## config.mk

```make
export PLATFORM = sky130hd
export DESIGN_NAME = shared_reg_arbiter
export DESIGN_NICKNAME = d
export VERILOG_FILES = /design/src/rtl/shared_reg_arbiter_pkg.sv /design/src/rtl/rr_pick.sv /design/src/rtl/shared_reg_arbiter.sv
export SDC_FILE = /design/constraint.sdc
export NUM_CORES = 1
export LEC_CHECK = 0
export BUFFER_PORTS_ARGS = -buffer_cell sky130_fd_sc_hd__buf_4
export CORE_MARGIN = 2
export CORE_UTILIZATION = 51
export CTS_BUF_LIST = sky130_fd_sc_hd__clkbuf_8
export DETAILED_ROUTE_END_ITERATION = 8
export GPL_TIMING_DRIVEN = 1
export PLACE_DENSITY = 0.81
export SETUP_SLACK_MARGIN = 0.05
export SLEW_MARGIN = 25
export SYNTH_ARGS = -nofsm -noshare
export SYNTH_HDL_FRONTEND = slang
export SYNTH_SLANG_ARGS = --single-unit
```

## constraint.sdc

```tcl
create_clock -name clk -period 2.65 [get_ports clk]
set_clock_uncertainty 0.2 [all_clocks]
set_input_delay 0.265 -clock clk [delete_from_list [all_inputs] [get_ports clk]]
set_output_delay 0.265 -clock clk [all_outputs]
set_load 0.02 [all_outputs]
```

## src/rtl/shared_reg_arbiter_pkg.sv

```systemverilog
// Shared definitions for the shared-register arbiter: FSM state encoding and counter sizing.
package shared_reg_arbiter_pkg;

  typedef enum logic [1:0] {
    StIdle = 2'd0,
    StLoad = 2'd1,
    StHold = 2'd2
  } state_e;

  // Hold counter only needs to reach timeout-1.
  function automatic int unsigned cnt_width(int unsigned timeout);
    return (timeout > 2) ? $clog2(timeout) : 1;
  endfunction

endpackage

```

## src/rtl/rr_pick.sv

```systemverilog
// Combinational round-robin picker: first eligible index at or after ptr, wrapping modulo NREQ.
module rr_pick #(
  parameter int unsigned NREQ = 4,
  parameter int unsigned IDW  = 2
) (
  input  logic [NREQ-1:0] eligible,
  input  logic [IDW-1:0]  ptr,
  output logic            any,
  output logic [IDW-1:0]  idx
);

  always_comb begin
    int unsigned pos;
    any = 1'b0;
    idx = '0;
    pos = 0;
    for (int unsigned k = 0; k < NREQ; k++) begin
      pos = (32'(ptr) + k) % NREQ;
      if (!any && eligible[IDW'(pos)]) begin
        any = 1'b1;
        idx = IDW'(pos);
      end
    end
  end

endmodule

```

## src/rtl/shared_reg_arbiter.sv

```systemverilog
// Round-robin arbiter and load sequencer for a shared register with hold timeout.
// All state changes on the falling clock edge; reset is synchronous and active-low.
module shared_reg_arbiter
  import shared_reg_arbiter_pkg::*;
#(
  parameter int unsigned NREQ    = 4,
  parameter int unsigned WIDTH   = 8,
  parameter int unsigned IDW     = 2,
  parameter int unsigned TIMEOUT = 16
) (
  input  logic                  clk,
  input  logic                  reset,
  input  logic [NREQ-1:0]       req,
  input  logic [NREQ*WIDTH-1:0] wdata,
  output logic [NREQ-1:0]       gnt,
  output logic [IDW-1:0]        owner,
  output logic [WIDTH-1:0]      q,
  output logic                  ack,
  output logic                  err
);

  localparam int unsigned CntW = cnt_width(TIMEOUT);

  state_e          state;
  logic [IDW-1:0]  ptr;
  logic [NREQ-1:0] mask;
  logic [CntW-1:0] cnt;

  logic            pick_any;
  logic [IDW-1:0]  pick_idx;
  logic [IDW-1:0]  ptr_next;

  rr_pick #(
    .NREQ (NREQ),
    .IDW  (IDW)
  ) u_rr_pick (
    .eligible (req & ~mask),
    .ptr      (ptr),
    .any      (pick_any),
    .idx      (pick_idx)
  );

  // Explicit wrap so non-power-of-two NREQ never produces an out-of-range pointer.
  assign ptr_next = (owner == IDW'(NREQ - 1)) ? '0 : owner + 1'b1;

  always_ff @(negedge clk) begin
    if (!reset) begin
      state <= StIdle;
      gnt   <= '0;
      owner <= '0;
      q     <= '0;
      ack   <= 1'b0;
      err   <= 1'b0;
      ptr   <= '0;
      mask  <= '0;
      cnt   <= '0;
    end else begin
      ack  <= 1'b0;
      err  <= 1'b0;
      mask <= mask & req;
      unique case (state)
        StIdle: begin
          if (pick_any) begin
            owner <= pick_idx;
            gnt   <= NREQ'(1) << pick_idx;
            state <= StLoad;
          end
        end
        StLoad: begin
          if (req[owner]) begin
            q     <= wdata[owner*WIDTH +: WIDTH];
            ack   <= 1'b1;
            cnt   <= '0;
            state <= StHold;
          end else begin
            gnt   <= '0;
            ptr   <= ptr_next;
            state <= StIdle;
          end
        end
        StHold: begin
          if (!req[owner]) begin
            gnt   <= '0;
            ptr   <= ptr_next;
            state <= StIdle;
          end else if (cnt == CntW'(TIMEOUT - 1)) begin
            gnt   <= '0;
            err   <= 1'b1;
            mask  <= (mask & req) | (NREQ'(1) << owner);
            ptr   <= ptr_next;
            state <= StIdle;
          end else begin
            cnt <= cnt + 1'b1;
          end
        end
        default: state <= StIdle;
      endcase
    end
  end

endmodule

```

* Word level (Yosys, flattened, before mapping)
Index checks and enable logic that the tools add are counted.
** Cells by class
- Multiplexer cells :: 42
- Bitwise operators :: 4
- Shifts and indexed selects :: 3
- Reductions and logical operators :: 17
- Add/sub/neg operators :: 5
- Equality and inequality tests :: 10
- Order comparisons :: 5
** Operators by type and width (number)
- 4-bit 2-to-1 mux :: 10
- 32-bit by 6-bit variable part select with 8-bit output :: 1
- 2-bit 2-to-1 mux :: 12
- 2-bit by 3-bit less-than comparator with 1-bit output, second input constant :: 5
- 4-bit case mux with 3 select lines :: 1
- 1-bit 2-to-1 mux :: 11
- 1-bit binary-select mux with 2-bit select :: 5
- 2-bit inequality test, second input constant :: 5
- 4-bit bitwise AND :: 2
- 4-bit case mux with 2 select lines :: 1
- 2-bit AND reduction :: 4
- 4-bit AND reduction :: 2
- 1-bit by 2-bit << shifter with 4-bit output, first input constant :: 2
- 2-bit case mux with 3 select lines :: 1
- 3-bit AND reduction :: 2
- 2-bit by 1-bit adder with 2-bit output, second input constant :: 2
- 2-bit adder, second input constant :: 2
- 4-bit by 1-bit adder with 4-bit output, second input constant :: 1
- 2-bit equality test, second input constant :: 2
- 4-bit equality test, second input constant :: 1
- 4-bit inverter :: 1
- 4-bit bitwise OR :: 1
- 2-bit case mux with 2 select lines :: 1
- 1-bit logical AND :: 3
- 6 further kinds :: 8
** Word-level totals
- Bits of input ports :: 38
- Output and inout bits :: 16
- Flip-flop bits (word level) :: 28
- Word-level logic and storage cells :: 95

* Longest topological paths before layout
- Word-level depth :: 17
- Gate-level depth with buffers :: 7
- Depth with buffers taken out :: 7

* Cells and area by module
Synthesis repeated with hierarchy kept, for this count alone.
** Unflattened totals
- Cells, all modules :: 180
- Area total of the unflattened synthesis :: 1610.3 um^2
** Modules (own cells, without submodules)
- shared_reg_arbiter :: cells each 165, sequential area each 560.5 um^2, instances 1, area each 1532.7 um^2
- rr_pick :: cells each 15, sequential area each 0.0 um^2, instances 1, area each 77.6 um^2

==> run_results.csv <==
group,metric,value,unit
status,outcome,"finished with violations",
status,violations,"negative setup slack",
placed_design,place.gp.congestion,0.8214,
synthesis,synth_area_leaders,"dfxtp_1, mux4_2, mux2i_1",
power_and_ir_drop,power_per_cell_area,560.7,nW/um^2
routing,ant_nets,0,
synthesis,synthTopCellsByCount,"dfxtp_1, nor2_1, mux2i_1",
finish,fin_nets,301,
synthesis,yosysTopAreaCellShare,37.55,%
synthesis,yosysSeqAreaShare,37.55,%
clocking,cts_buffer_depth,2,
worst_hold_path,hold_depth,2,
grt,gr-total-overflow,0,
finish,fin_area,2550,um^2
synthesis,synth_cell_types,37,
setup_path,crit_fanout,4,
grt,grt_pass1_wl,8.963,mm
power_and_ir_drop,p_sw,581.9,uW
grt,top_usage_layer,"met2",
clocking,htree_levels,1,
grt,grt_util_met3,12.05,%
setup_path,worstSetupEndpointType,"flop",
power_and_ir_drop,pwr-share-clk,33.9,%
setup_path,cp-start-kind,"primary input",
synthesis,syn_inst,145,
die,die_height,58.10,um
clocking,clk_pin_slew,0.08,ns
finish,antennaDiodeCount,0,
die,core,2758,um^2
power_and_ir_drop,seq_power_share,33.4,%
worst_hold_path,whs_endpoint,"q[2]",
timing,setup_viol,28,
placed_design,place_area,2071,um^2
synthesis,synth_top_cell_by_area,"dfxtp_1",
synthesis,yosysWarnings,0,
clocking,root_buffer,"clkbuf_8",
routing,drc,0,
timing,worst_pin_slew,0.4458,ns
routing,wl_per_cell,25.63,um
finish,final_cells,285,
finish,num-fill-cells,89,
grt,grtUsageMet1,36.95,%
synthesis,synth_edf_count,0,
setup_path,required,1.41,ns
routing,avgViaCountPerCell,6.705,
routing,drtIter0Drc,302,
die,row_count,19,
synthesis,ys.flop_type,"dfxtp_1",
synthesis,ys_seq_elements,28,
worst_hold_path,worstHoldStart,"q[2]",
die,die_w,58.10,um
placed_design,dp_hpwl,3.199,mm
job,maxCapViolCount,0,
clocking,cts_hold_buf,0,
clocking,clk_latency,0.38,ns
clocking,cts_tree,"done",
synthesis,synth.cell_area,1493,um^2
grt,grt_max_degree,17,
clocking,numCtsBuffers,3,
routing,drt-pass1-iter-count,5,
timing,finalHoldViolCount,0,
timing,drv_slew,0,
finish,final_util,92.47,%
routing,wirelength,7.305,mm
power_and_ir_drop,p_int,847.8,uW
grt,grt_pass1_vias,1933,
setup_path,critPathKind,"primary input to flop",
setup_path,regToRegSetupSlack,0.18,ns
power_and_ir_drop,ir_drop,0.5854,mV
timing,fin_ws,-0.4598,ns
die,die_area,3376,um^2
finish,drive_gt1_share,53.54,%
grt,grt_usage,35.84,%
setup_path,r2r_end,"gnt[1]",
power_and_ir_drop,leakagePower,1.272,nW
power_and_ir_drop,p_comb_share,32.8,%
die,start_util,54.13,%
synthesis,syn_nets,191,
power_and_ir_drop,p_sw_share,40.70,%
synthesis,async_flop_share,0,%
die,ios,54,
setup_path,arrival,1.87,ns
grt,use_met2,61.53,%
finish,synthToLayoutAreaGrowth,70.83,%
placed_design,place.port_buffers,53,
grt,antenna_found_initial,0,
clocking,cts.sinks,28,
setup_path,r2r.worst_path.cells,7,
routing,via_count,1911,
synthesis,avgSynthCellArea,10.29,um^2
timing,rsz0062_at_grt,"yes",
setup_path,cp-startpoint,"req[1]",
worst_hold_path,worst_hold_path_type,"flop to flop",
timing,slew_headroom,70.28,%
synthesis,yosysMostFrequentCell,"dfxtp_1",
setup_path,reg2reg_from,"owner[0]",
finish,multi_input_area,1026,um^2
placed_design,dp_cells,245,
finish,seqCellArea,581.8,um^2
## layer usage
metal | share of wire, % | wire, um | vias up
li1 | - | - | 757
met1 | 33 | 2430 | 890
met2 | 49 | 3566 | 204
met3 | 11 | 833 | 60
met4 | 6.5 | 474 | 0
met5 | 0 | 0 | -
## power groups by stage
stage / combinational (mW) / sequential, mW / clock, mW
detailed placement: 0.339 / 0.473 / 0.0669
global placement: 0.324 / 0.471 / 0.0669
finish: 0.468 / 0.477 / 0.484
global route: 0.480 / 0.477 / 0.534
CTS: 0.400 / 0.472 / 0.431
floorplan: 0.167 / 0.496 / 0.0669
## registers in the layout, summed over array words and instances (netlist names)
| signal | count |
|---|---|
| err | 1 |
| ack | 1 |
| cnt | 4 |
| owner | 2 |
| q | 8 |
| mask | 4 |
| state | 2 |
| gnt | 4 |
| ptr | 2 |
## timing repair
item | in CTS | in global routing
pin swaps | 14 | 9
setup buffers | 8 | 6
gates resized for setup | 53 | 23
endpoints found under the setup margin | 40 | 44
## metrics by stage
stage / setup TNS, ns / setup slack, ns / hold WS (ns) / power (mW)
finish: -4.963 / -0.4598 / 0.3229 / 1.430
global route: -5.043 / -0.4459 / 0.3294 / 1.491
CTS: -7.377 / -0.4285 / 0.2705 / 1.304
detailed placement: -15.09 / -0.8202 / 0.2650 / 0.8781
global placement: -14.12 / -0.7781 / 0.2469 / 0.8620
floorplan: -9.512 / -0.8114 / 0.2683 / 0.7295
## layout by cell type (no fill, tap or decap), types with 4 or more instances in the layout
master / count
ha_1: 8
mux2i_1: 11
nor2_1: 19
buf_4: 58
inv_1: 33
buf_6: 26
mux4_2: 9
dfxtp_1: 13
dfxtp_2: 14
a32o_1: 5
a21oi_2: 4
## cells by family after synthesis
family                     after synthesis  synth area share, %
muxes                                   22                22.30
buffers and inverters                   13                3.771
AOI/OAI and AO/OA                       26                13.50
xor gates and xnor gates                 2                1.174
adders and majority gates                8                6.706
DFF                                     28                37.55
and+or+nand+nor                         46                15.00
## layout make-up
class                           instances  area share (%)
Tap cell                               31           1.521
Clock buffer                            3           1.619
Clock inverter                         29           4.367
Timing Repair Buffer                   84           28.56
Sequential cell                        28           22.82
Inverter                                6          0.8832
Multi-Input combinational cell        104           40.24
## how the worst max path moves through the flow
stage               slack (ns)     end
floorplan                -0.81  gnt[1]
global placement         -0.78  gnt[1]
detailed placement       -0.82  gnt[1]
CTS                      -0.43  gnt[1]
global route             -0.45  gnt[3]
finish                   -0.46  gnt[3]
## worst max-delay path, cell delays in order
cell and delay, ns:
buf_6 0.09, buf_4 0.12, nor2b_4 0.13, buf_4 0.16, o21ai_0 0.32, o31a_1 0.26
buf_4 0.17, nand2_1 0.08, o41ai_2 0.27
No activity file was read; power rests on OpenSTA's default activity.
